[config.mk]
export PLATFORM = sky130hd
export DESIGN_NAME = duc_upconvert
export DESIGN_NICKNAME = d
export VERILOG_FILES = /design/src/rtl/duc_pkg.sv /design/src/rtl/duc_upconvert_cic_interp.sv /design/src/rtl/duc_upconvert.sv
export SDC_FILE = /design/constraint.sdc
export NUM_CORES = 2
export LEC_CHECK = 0
export BUFFER_PORTS_ARGS = -buffer_cell sky130_fd_sc_hd__buf_4
export CAP_MARGIN = 20
export CORE_ASPECT_RATIO = 1.1
export CORE_UTILIZATION = 35
export DETAILED_ROUTE_END_ITERATION = 8
export PLACE_DENSITY = 0.62
export SETUP_SLACK_MARGIN = 0.2
export SYNTH_ARGS = -nofsm -noshare
export SYNTH_HDL_FRONTEND = slang
export SYNTH_SLANG_ARGS = --single-unit
[constraint.sdc]
create_clock -name clk480 -period 17.1 [get_ports clk480]
set_input_delay 1.71 -clock clk480 [delete_from_list [all_inputs] [get_ports clk480]]
set_output_delay 1.71 -clock clk480 [all_outputs]
set_load 0.005 [all_outputs]
[src/rtl/duc_pkg.sv]
// duc_pkg: shared widths, width-derivation helpers, complex sample type and
// the output round/saturate helper used when DUC_ROUND_EN is defined.
package duc_pkg;

  localparam int DUC_IN_W     = 11;
  localparam int DUC_LO_W     = 11;
  localparam int DUC_RATE     = 30;
  localparam int DUC_N_STAGES = 3;

  // Smallest r with 2**r >= v.
  function automatic int clog2(input longint unsigned v);
    int r;
    r = 0;
    while ((64'd1 << r) < v) r++;
    return r;
  endfunction

  function automatic longint unsigned ipow(input longint unsigned b, input int e);
    longint unsigned p;
    p = 64'd1;
    for (int i = 0; i < e; i++) p = p * b;
    return p;
  endfunction

  // Interpolating CIC growth is RATE**(N_STAGES-1) at the output.
  function automatic int cic_w_calc(input int in_w, input int rate, input int n_stages);
    return in_w + clog2(ipow(64'(rate), n_stages - 1));
  endfunction

  // Full-precision complex product plus one bit for the add/subtract.
  function automatic int out_w_calc(input int cic_w, input int lo_w);
    return cic_w + lo_w + 1;
  endfunction

  localparam int DUC_CIC_W = cic_w_calc(DUC_IN_W, DUC_RATE, DUC_N_STAGES);
  localparam int DUC_OUT_W = out_w_calc(DUC_CIC_W, DUC_LO_W);

  typedef struct packed {
    logic signed [DUC_OUT_W-1:0] re;
    logic signed [DUC_OUT_W-1:0] im;
  } cplx_t;

  // Rounded output keeps 12 significant bits; one guard bit of the full
  // word is never exercised by in-range products, so it is dropped too.
  localparam int RND_BITS  = 12;
  localparam int RND_GUARD = 1;
  localparam logic signed [63:0] RND_MAX = (64'sd1 <<< (RND_BITS - 1)) - 64'sd1;
  localparam logic signed [63:0] RND_MIN = -(64'sd1 <<< (RND_BITS - 1));

  // Round half-up (add half LSB, floor) then clamp to the 12-bit range.
  function automatic logic signed [RND_BITS-1:0] round_sat(input logic signed [63:0] x,
                                                           input int sh);
    logic signed [63:0] q;
    q = (x + (64'sd1 <<< (sh - 1))) >>> sh;
    if (q > RND_MAX) q = RND_MAX;
    else if (q < RND_MIN) q = RND_MIN;
    return q[RND_BITS-1:0];
  endfunction

endpackage

[src/rtl/duc_upconvert_cic_interp.sv]
// cic_interp: one rail of the interpolating CIC. Combs run at the baseband
// slot rate, their result is zero-stuffed and integrated at the full rate.
module cic_interp
  import duc_pkg::*;
#(
  parameter int IN_W     = DUC_IN_W,
  parameter int N_STAGES = DUC_N_STAGES,
  parameter int CIC_W    = DUC_CIC_W
) (
  input  logic                    clk480,
  input  logic                    reset,
  input  logic                    accept,
  input  logic                    stuff,
  input  logic signed [IN_W-1:0]  din,
  output logic signed [CIC_W-1:0] dout
);

  logic signed [CIC_W-1:0] comb_d  [N_STAGES];
  logic signed [CIC_W-1:0] comb_in [N_STAGES];
  logic signed [CIC_W-1:0] comb_out;
  logic signed [CIC_W-1:0] up_reg;
  logic signed [CIC_W-1:0] integ   [N_STAGES];

  // Comb chain: each stage subtracts its previous-slot input (wraps freely).
  always_comb begin
    comb_out = CIC_W'(din);
    for (int k = 0; k < N_STAGES; k++) begin
      comb_in[k] = comb_out;
      comb_out   = comb_out - comb_d[k];
    end
  end

  // Comb delays and up_reg advance only on the accept edge.
  always_ff @(posedge clk480 or posedge reset) begin
    if (reset) begin
      for (int k = 0; k < N_STAGES; k++) comb_d[k] <= '0;
      up_reg <= '0;
    end else if (accept) begin
      for (int k = 0; k < N_STAGES; k++) comb_d[k] <= comb_in[k];
      up_reg <= comb_out;
    end
  end

  // Integrators every cycle; input is up_reg only in the slot's first cycle.
  always_ff @(posedge clk480 or posedge reset) begin
    if (reset) begin
      for (int k = 0; k < N_STAGES; k++) integ[k] <= '0;
    end else begin
      integ[0] <= integ[0] + (stuff ? up_reg : '0);
      for (int k = 1; k < N_STAGES; k++) integ[k] <= integ[k] + integ[k-1];
    end
  end

  assign dout = integ[N_STAGES-1];

endmodule

[src/rtl/duc_upconvert.sv]
// duc_upconvert: 16 kHz complex baseband -> x30 CIC interpolation -> complex
// mix with external LO at 480 kHz. Optional macro DUC_ROUND_EN rounds and
// saturates the outputs to 12 significant bits at one extra edge of latency.
module duc_upconvert
  import duc_pkg::*;
#(
  parameter int IN_W     = DUC_IN_W,
  parameter int LO_W     = DUC_LO_W,
  parameter int RATE     = DUC_RATE,
  parameter int N_STAGES = DUC_N_STAGES
) (
  input  logic                                           clk480,
  input  logic                                           reset,
  input  logic signed [IN_W-1:0]                         bb_real,
  input  logic signed [IN_W-1:0]                         bb_imag,
  input  logic                                           bb_valid,
  output logic                                           bb_ready,
  input  logic signed [LO_W-1:0]                         lo_real,
  input  logic signed [LO_W-1:0]                         lo_imag,
  output logic signed [out_w_calc(cic_w_calc(IN_W, RATE, N_STAGES), LO_W)-1:0] mod_real,
  output logic signed [out_w_calc(cic_w_calc(IN_W, RATE, N_STAGES), LO_W)-1:0] mod_imag,
  output logic                                           mod_valid,
  output logic                                           underrun
);

  localparam int CIC_W = cic_w_calc(IN_W, RATE, N_STAGES);
  localparam int OUT_W = out_w_calc(CIC_W, LO_W);
  localparam int PW    = CIC_W + LO_W;
  localparam int PH_W  = clog2(64'(RATE));
`ifdef DUC_ROUND_EN
  localparam int LAT    = 6;
  localparam int RND_SH = OUT_W - RND_BITS - RND_GUARD;
`else
  localparam int LAT    = 5;
`endif

  logic [PH_W-1:0]          phase;
  logic                     stuff;
  logic signed [IN_W-1:0]   din_re, din_im;
  logic signed [CIC_W-1:0]  cic_re, cic_im;
  logic signed [PW-1:0]     ac_p1, bd_p1, ad_p1, bc_p1;
  cplx_t                    mod_p2;
  logic [LAT:0]             vld_sr;

  assign bb_ready = (phase == PH_W'(RATE - 1));
  assign stuff    = (phase == '0);
  assign din_re   = bb_valid ? bb_real : '0;
  assign din_im   = bb_valid ? bb_imag : '0;

  // Slot phase counter; bb_ready marks the last cycle of each slot.
  always_ff @(posedge clk480 or posedge reset) begin
    if (reset) phase <= '0;
    else       phase <= bb_ready ? '0 : phase + PH_W'(1);
  end

  // A missed slot latches underrun until reset.
  always_ff @(posedge clk480 or posedge reset) begin
    if (reset)                      underrun <= 1'b0;
    else if (bb_ready && !bb_valid) underrun <= 1'b1;
  end

  cic_interp #(.IN_W(IN_W), .N_STAGES(N_STAGES), .CIC_W(CIC_W)) u_cic_re (
    .clk480(clk480), .reset(reset), .accept(bb_ready), .stuff(stuff),
    .din(din_re), .dout(cic_re)
  );

  cic_interp #(.IN_W(IN_W), .N_STAGES(N_STAGES), .CIC_W(CIC_W)) u_cic_im (
    .clk480(clk480), .reset(reset), .accept(bb_ready), .stuff(stuff),
    .din(din_im), .dout(cic_im)
  );

  // p1: four partial products against the LO sampled at this edge.
  always_ff @(posedge clk480 or posedge reset) begin
    if (reset) begin
      ac_p1 <= '0;
      bd_p1 <= '0;
      ad_p1 <= '0;
      bc_p1 <= '0;
    end else begin
      ac_p1 <= PW'(cic_re) * PW'(lo_real);
      bd_p1 <= PW'(cic_im) * PW'(lo_imag);
      ad_p1 <= PW'(cic_re) * PW'(lo_imag);
      bc_p1 <= PW'(cic_im) * PW'(lo_real);
    end
  end

  // p2: complex combine (ac-bd, ad+bc) at full precision.
  always_ff @(posedge clk480 or posedge reset) begin
    if (reset) begin
      mod_p2 <= '0;
    end else begin
      mod_p2.re <= OUT_W'(ac_p1) - OUT_W'(bd_p1);
      mod_p2.im <= OUT_W'(ad_p1) + OUT_W'(bc_p1);
    end
  end

`ifdef DUC_ROUND_EN
  cplx_t mod_p3;

  // p3: round half-up, saturate to 12 bits, sign-extend back to OUT_W.
  always_ff @(posedge clk480 or posedge reset) begin
    if (reset) begin
      mod_p3 <= '0;
    end else begin
      mod_p3.re <= OUT_W'(round_sat(64'(mod_p2.re), RND_SH));
      mod_p3.im <= OUT_W'(round_sat(64'(mod_p2.im), RND_SH));
    end
  end

  assign mod_real = mod_p3.re;
  assign mod_imag = mod_p3.im;
`else
  assign mod_real = mod_p2.re;
  assign mod_imag = mod_p2.im;
`endif

  // Accept marker walks the pipeline; output is valid one edge after it lands.
  always_ff @(posedge clk480 or posedge reset) begin
    if (reset) begin
      vld_sr    <= '0;
      mod_valid <= 1'b0;
    end else begin
      vld_sr    <= {vld_sr[LAT-1:0], bb_ready};
      mod_valid <= mod_valid | vld_sr[LAT];
    end
  end

endmodule

* Word-level counts from Yosys, hierarchy flattened *
Cells that the tools add are included.

operators by class
  $add $sub $neg = 15
  multipliers = 4
  div/mod/pow operators = 0
  order comparisons = 0
  equal/unequal tests = 1
  shift operators = 0
  multiplexer cells = 5
  bitwise operators = 1
  reduce and logical (&&, ||, !) cells = 3

operator list
  operator                                                       count
  21-bit by 11-bit multiplier with 32-bit output                 4
  21-bit adder                                                   6
  21-bit subtractor                                              4
  21-bit 2-to-1 mux                                              2
  32-bit by 32-bit adder with 33-bit output                      1
  32-bit by 32-bit subtractor with 33-bit output                 1
  11-bit by 11-bit subtractor with 12-bit output                 2
  11-bit 2-to-1 mux                                              2
  5-bit by 1-bit adder with 5-bit output, second input constant  1
  5-bit == test, second input constant                           1
  5-bit zero test                                                1
  5-bit 2-to-1 mux                                               1
  1-bit logical AND                                              1
  1-bit zero test                                                1
  1-bit OR                                                       1

word-level totals
  flip-flop bits (word level) = 481
  bits in latches = 0
  memory bits (writable) = 0
  memory bits (read-only) = 0
  bits of input ports = 47
  output and inout bits = 69
  word-level logic and storage cells = 53
  memories kept = 0

* Longest topological paths before layout *
  depth after elaboration = 4
  mapped depth = 26
  depth with buffers taken out = 25

* Hierarchy *
A second synthesis with hierarchy kept.

unflattened totals
  cell total of the unflattened synthesis = 6199
  area, all modules = 57820.5 sq um

modules (own cells, without submodules)
  module         times used  cells each  area an instance (sq um)  sequential area each (sq um)
  duc_upconvert  1           4395        40909.2                   5180.0
  cic_interp     2           902         8455.6                    3002.9

* Worst setup path before layout *
Ideal clock, no wire load.

  kind = input to register
  start = input port lo_real[2]
  end = register bc_p1[31]
  library setup time = 80 ps
  arrival time = 6910 ps
  slack = 10110 ps
  stages on the path = 21
  buffers on the path = 2
  cells stage by stage = clkbuf_1 > clkbuf_1 > nand2_1 > fa_1 > fa_1 > fa_1 > inv_1 > fa_1 > inv_1 > fa_1 > inv_1 > ha_1 > a21oi_1 > o21ai_0 > a221o_1 > a221oi_2 > o21ai_2 > a211o_1 > a31o_1 > a21oi_2 > xnor2_1

between the ends
  word-level cells in the longest chain between the ends = 1

RTL lines
  item                                            RTL line             text
  start, declared                                 duc_upconvert.sv:18  input logic signed [LO_W-1:0] lo_real,
  21-bit by 11-bit multiplier with 32-bit output  duc_upconvert.sv:83  bc_p1 <= PW'(cic_im) * PW'(lo_real);
  end signal, assigned                            duc_upconvert.sv:83
  end, declared                                   duc_upconvert.sv:41  logic signed [PW-1:0] ac_p1, bd_p1, ad_p1, bc_p1;

No other way between the ends.
A chain may end at the register's enable or synchronous reset.

* Worst setup path after layout *
  start = input port lo_imag[10]
  end = register bd_p1[26]

between the ends
  word-level cells in the longest chain between the ends = 1

RTL lines
  item                                            RTL line             text
  start, declared                                 duc_upconvert.sv:19  input logic signed [LO_W-1:0] lo_imag,
  21-bit by 11-bit multiplier with 32-bit output  duc_upconvert.sv:81  bd_p1 <= PW'(cic_im) * PW'(lo_imag);
  end signal, assigned                            duc_upconvert.sv:81
  end, declared                                   duc_upconvert.sv:41

No other way between the ends.

==> impl_metrics.ini <==
[run_status]
status = finished, final reports clean

[timing]
slew_headroom = 0.250
fin_ws_ns = 10.01
period_needed_ns = 7.09
fin_setup_tns_ns = 0
whs_ns = 0.346
worst_pin_slew_ns = 1.13
fmax_mhz = 141
skew_ns = 0.0547
fin_crit_sh = 0.415
setup_viol = 0
slew_viol_final = 0
finalHoldViolations = 0
rsz0062_at_grt = false

[cells_and_area]
reg_top3 = u_cic_im.comb_d x44, u_cic_re.comb_d x44
area_growth_syn_to_layout_pct = 8.97
finalNetCount = 7673
drive_above_1_share = 0.0519

[setup_path]
worst-r2r-cell-count = 17
required_ns = 17.60
reg2reg_from = u_cic_im.dout[10]
worstPathArrival_ns = 7.59
worstPathCellList = buf_4 -> inv_1 -> buf_4 -> nor2_1 -> fa_1 -> inv_1 -> fa_1 -> fa_1 -> inv_1 -> fa_1 -> inv_1 -> fa_1 -> inv_1 -> ha_1 -> and3_1 -> and3_1 -> a2111oi_1 -> o21ai_0 -> a31oi_1 -> o21ai_0 -> xor2_1
crit_start = lo_imag[10]
slowest_delay_ns = 0.76
path_max_fanout = 24
crit_path_end_kind = flip-flop
r2r_end = bd_p1[26]
crit_slowest_cell = a2111oi_1
start_kind = primary input
critPathBufInv = 7
critPathTopFamily = adder cells
regToRegSetupSlack_ns = 10.55
path_class = primary input to flip-flop

[global_routing]
grt_pass1_wl_um = 224000
gr-total-overflow = 0
grt_start_max_net_pins = 189
grt_util_all_layers = 0.163
antenna_found_initial = 7
grt_pass1_vias = 44158

[logic_synthesis]
postSynth.asyncResetShare = 1.00
ys.flop_type = dfrtp_1
avgSynthCellArea_um2 = 9.33
synth_fp_nets = 7674
ys_ff_latch = 463
netlist_area_mm2 = 0.0583
seq_area_frac_synth = 0.199
syn_inst = 6243
synth-edff-count = 0
ys_types = 91
ys_warn_count = 0

[clocking]
clkTransAtPathRegs_ns = 0.06
max-clock-path-buffers = 3
h-tree-depth = 2
cts_tree = built
postCtsSetupBuffers = 0
cts_buffers = 56
root_buffer = clkbuf_16
clkLatencyLatePin_ns = 0.68
cts.sinks = 463
ctsHoldBuffers = 0
cts_resized = 0

[routing]
vias_per_cell = 4.88
wl_met1_um = 56600
route.met2.wl_um = 64400
top_layer = met5
drc = 0
avgRoutedWirePerCell_um = 15.5
antenna_left = 0
drtIter0Drc = 2072
wirelength_um = 132000
wl_met3_um = 6640
via_count = 41460
drt-pass1-iter-count = 5

[floorplan]
die_h_um = 430
dieWidth_um = 391
die-area_mm2 = 0.168
core-area_mm2 = 0.165
initial_utilization = 0.354
std_cell_rows = 156
ios = 116

[worst_hold_path]
hold_path.class = flip-flop to flip-flop
worstHoldPathCells = 0
hp-start = vld_sr[2]
min_to = vld_sr[3]

[flow_run]
max_cap_viol_count = 0

[placed_design]
numPortBuffers = 115
dpl_worst_slack_ns = 9.37
gp_congestion = 0.860
place_hpwl_um = 102000
-- stage by stage --
stage / cells / area, µm² / util
floorplan: 6243 / 58300 / -
global placement: 8395 / 61400 / 0.373
detailed placement: 8395 / 61400 / 0.373
CTS: 8498 / 63500 / 0.385
global route: 8500 / 63500 / 0.385
finish: 8501 / 63500 / 0.385
-- cells in the mapped netlist, types with 21 or more instances --
master    count  area [µm²]
inv_1      1125        4220
fa_1        842       16900
nand2_1     605        2270
ha_1        542        6780
and2_1      517        3230
dfrtp_1     463       11600
a21oi_1     273        1370
xnor2_1     242        2120
o21ai_0     237        1190
nor2_1      221         830
clkbuf_1    215         807
a21o_1      129         968
xor2_1       94         823
nand2b_1     84         526
o21a_1       73         548
nand3_1      59         295
nor3_1       58         290
nor2b_1      46         288
o21bai_1     39         293
a211oi_1     30         225
and3_1       30         188
o31ai_1      29         218
nand4_1      23         144
a31oi_1      22         138
or3_1        21         131
-- cell families (layout without fill, tap and decap cells) --
| family | count (synthesis) | count (layout) | synth area share |
|---|---|---|---|
| AOI/OAI and AO/OA | 976 | 976 | 0.107 |
| xor gates and xnor gates | 336 | 336 | 0.0505 |
| adders and majority gates | 1384 | 1384 | 0.406 |
| buffers and inverters | 1348 | 1392 | 0.0869 |
| DFF | 463 | 463 | 0.199 |
| muxes | 14 | 14 | 0.00260 |
| other | 0 | 2 | 0 |
| and+or+nand+nor | 1722 | 1722 | 0.148 |
-- worst reg2reg max path: stages (launching register included) --
cell,delay (ns)
dfrtp_1,0.96
nand2_1,0.21
fa_1,0.57
inv_1,0.05
fa_1,0.50
fa_1,0.51
fa_1,0.49
inv_1,0.05
fa_1,0.47
inv_1,0.04
ha_1,0.33
and3_1,0.21
and3_1,0.20
a2111oi_1,0.76
o21ai_0,0.35
a31oi_1,0.35
o21ai_0,0.17
xor2_1,0.16
-- cell usage in the layout (no fill, tap or decap), drive strengths merged, types with 32 or more instances in the layout --
cell type	instances
inv	1130
fa	842
nand2	605
ha	542
and2	517
dfrtp	463
a21oi	276
o21ai	247
xnor2	242
nor2	221
buf	163
a21o	130
xor2	94
nand2b	84
o21a	73
clkbuf	73
nand3	59
nor3	58
nor2b	47
o21bai	40
and3	32
a211oi	32
-- final cells by class --
class                           count  area (µm²)
Fill cell                       16448      101000
Sequential cell                   463       11600
Clock buffer                       73        1600
Timing Repair Buffer              163        1260
Clock inverter                     30         425
Multi-Input combinational cell   4432       41600
Antenna cell                        2        5.00
Inverter                         1126        4240
Tap cell                         2212        2770
-- per-layer routing --
| layer | vias to the layer above | global-route usage |
|---|---|---|
| li1 | 19649 | - |
| met1 | 20827 | 0.209 |
| met2 | 794 | 0.279 |
| met3 | 182 | 0.0242 |
| met4 | 8 | 0.0549 |
| met5 | - | 0 |
-- worst max-delay path by stage --
| stage | cells past startpoint | slack (ns) | end |
|---|---|---|---|
| 2_1_floorplan | 1 | 2.48 | ac_p1[0] |
| 3_3_place_gp | 21 | 9.33 | bd_p1[30] |
| 3_5_place_dp | 21 | 9.37 | bd_p1[30] |
| 4_1_cts | 21 | 10.09 | bd_p1[26] |
| 5_1_grt | 19 | 9.74 | bd_p1[26] |
| 6_report | 21 | 10.01 | bd_p1[26] |
Power is left out: the tool's default activity adds up to more than one toggle a clock period on the data nets, which glitch-free logic cannot reach.
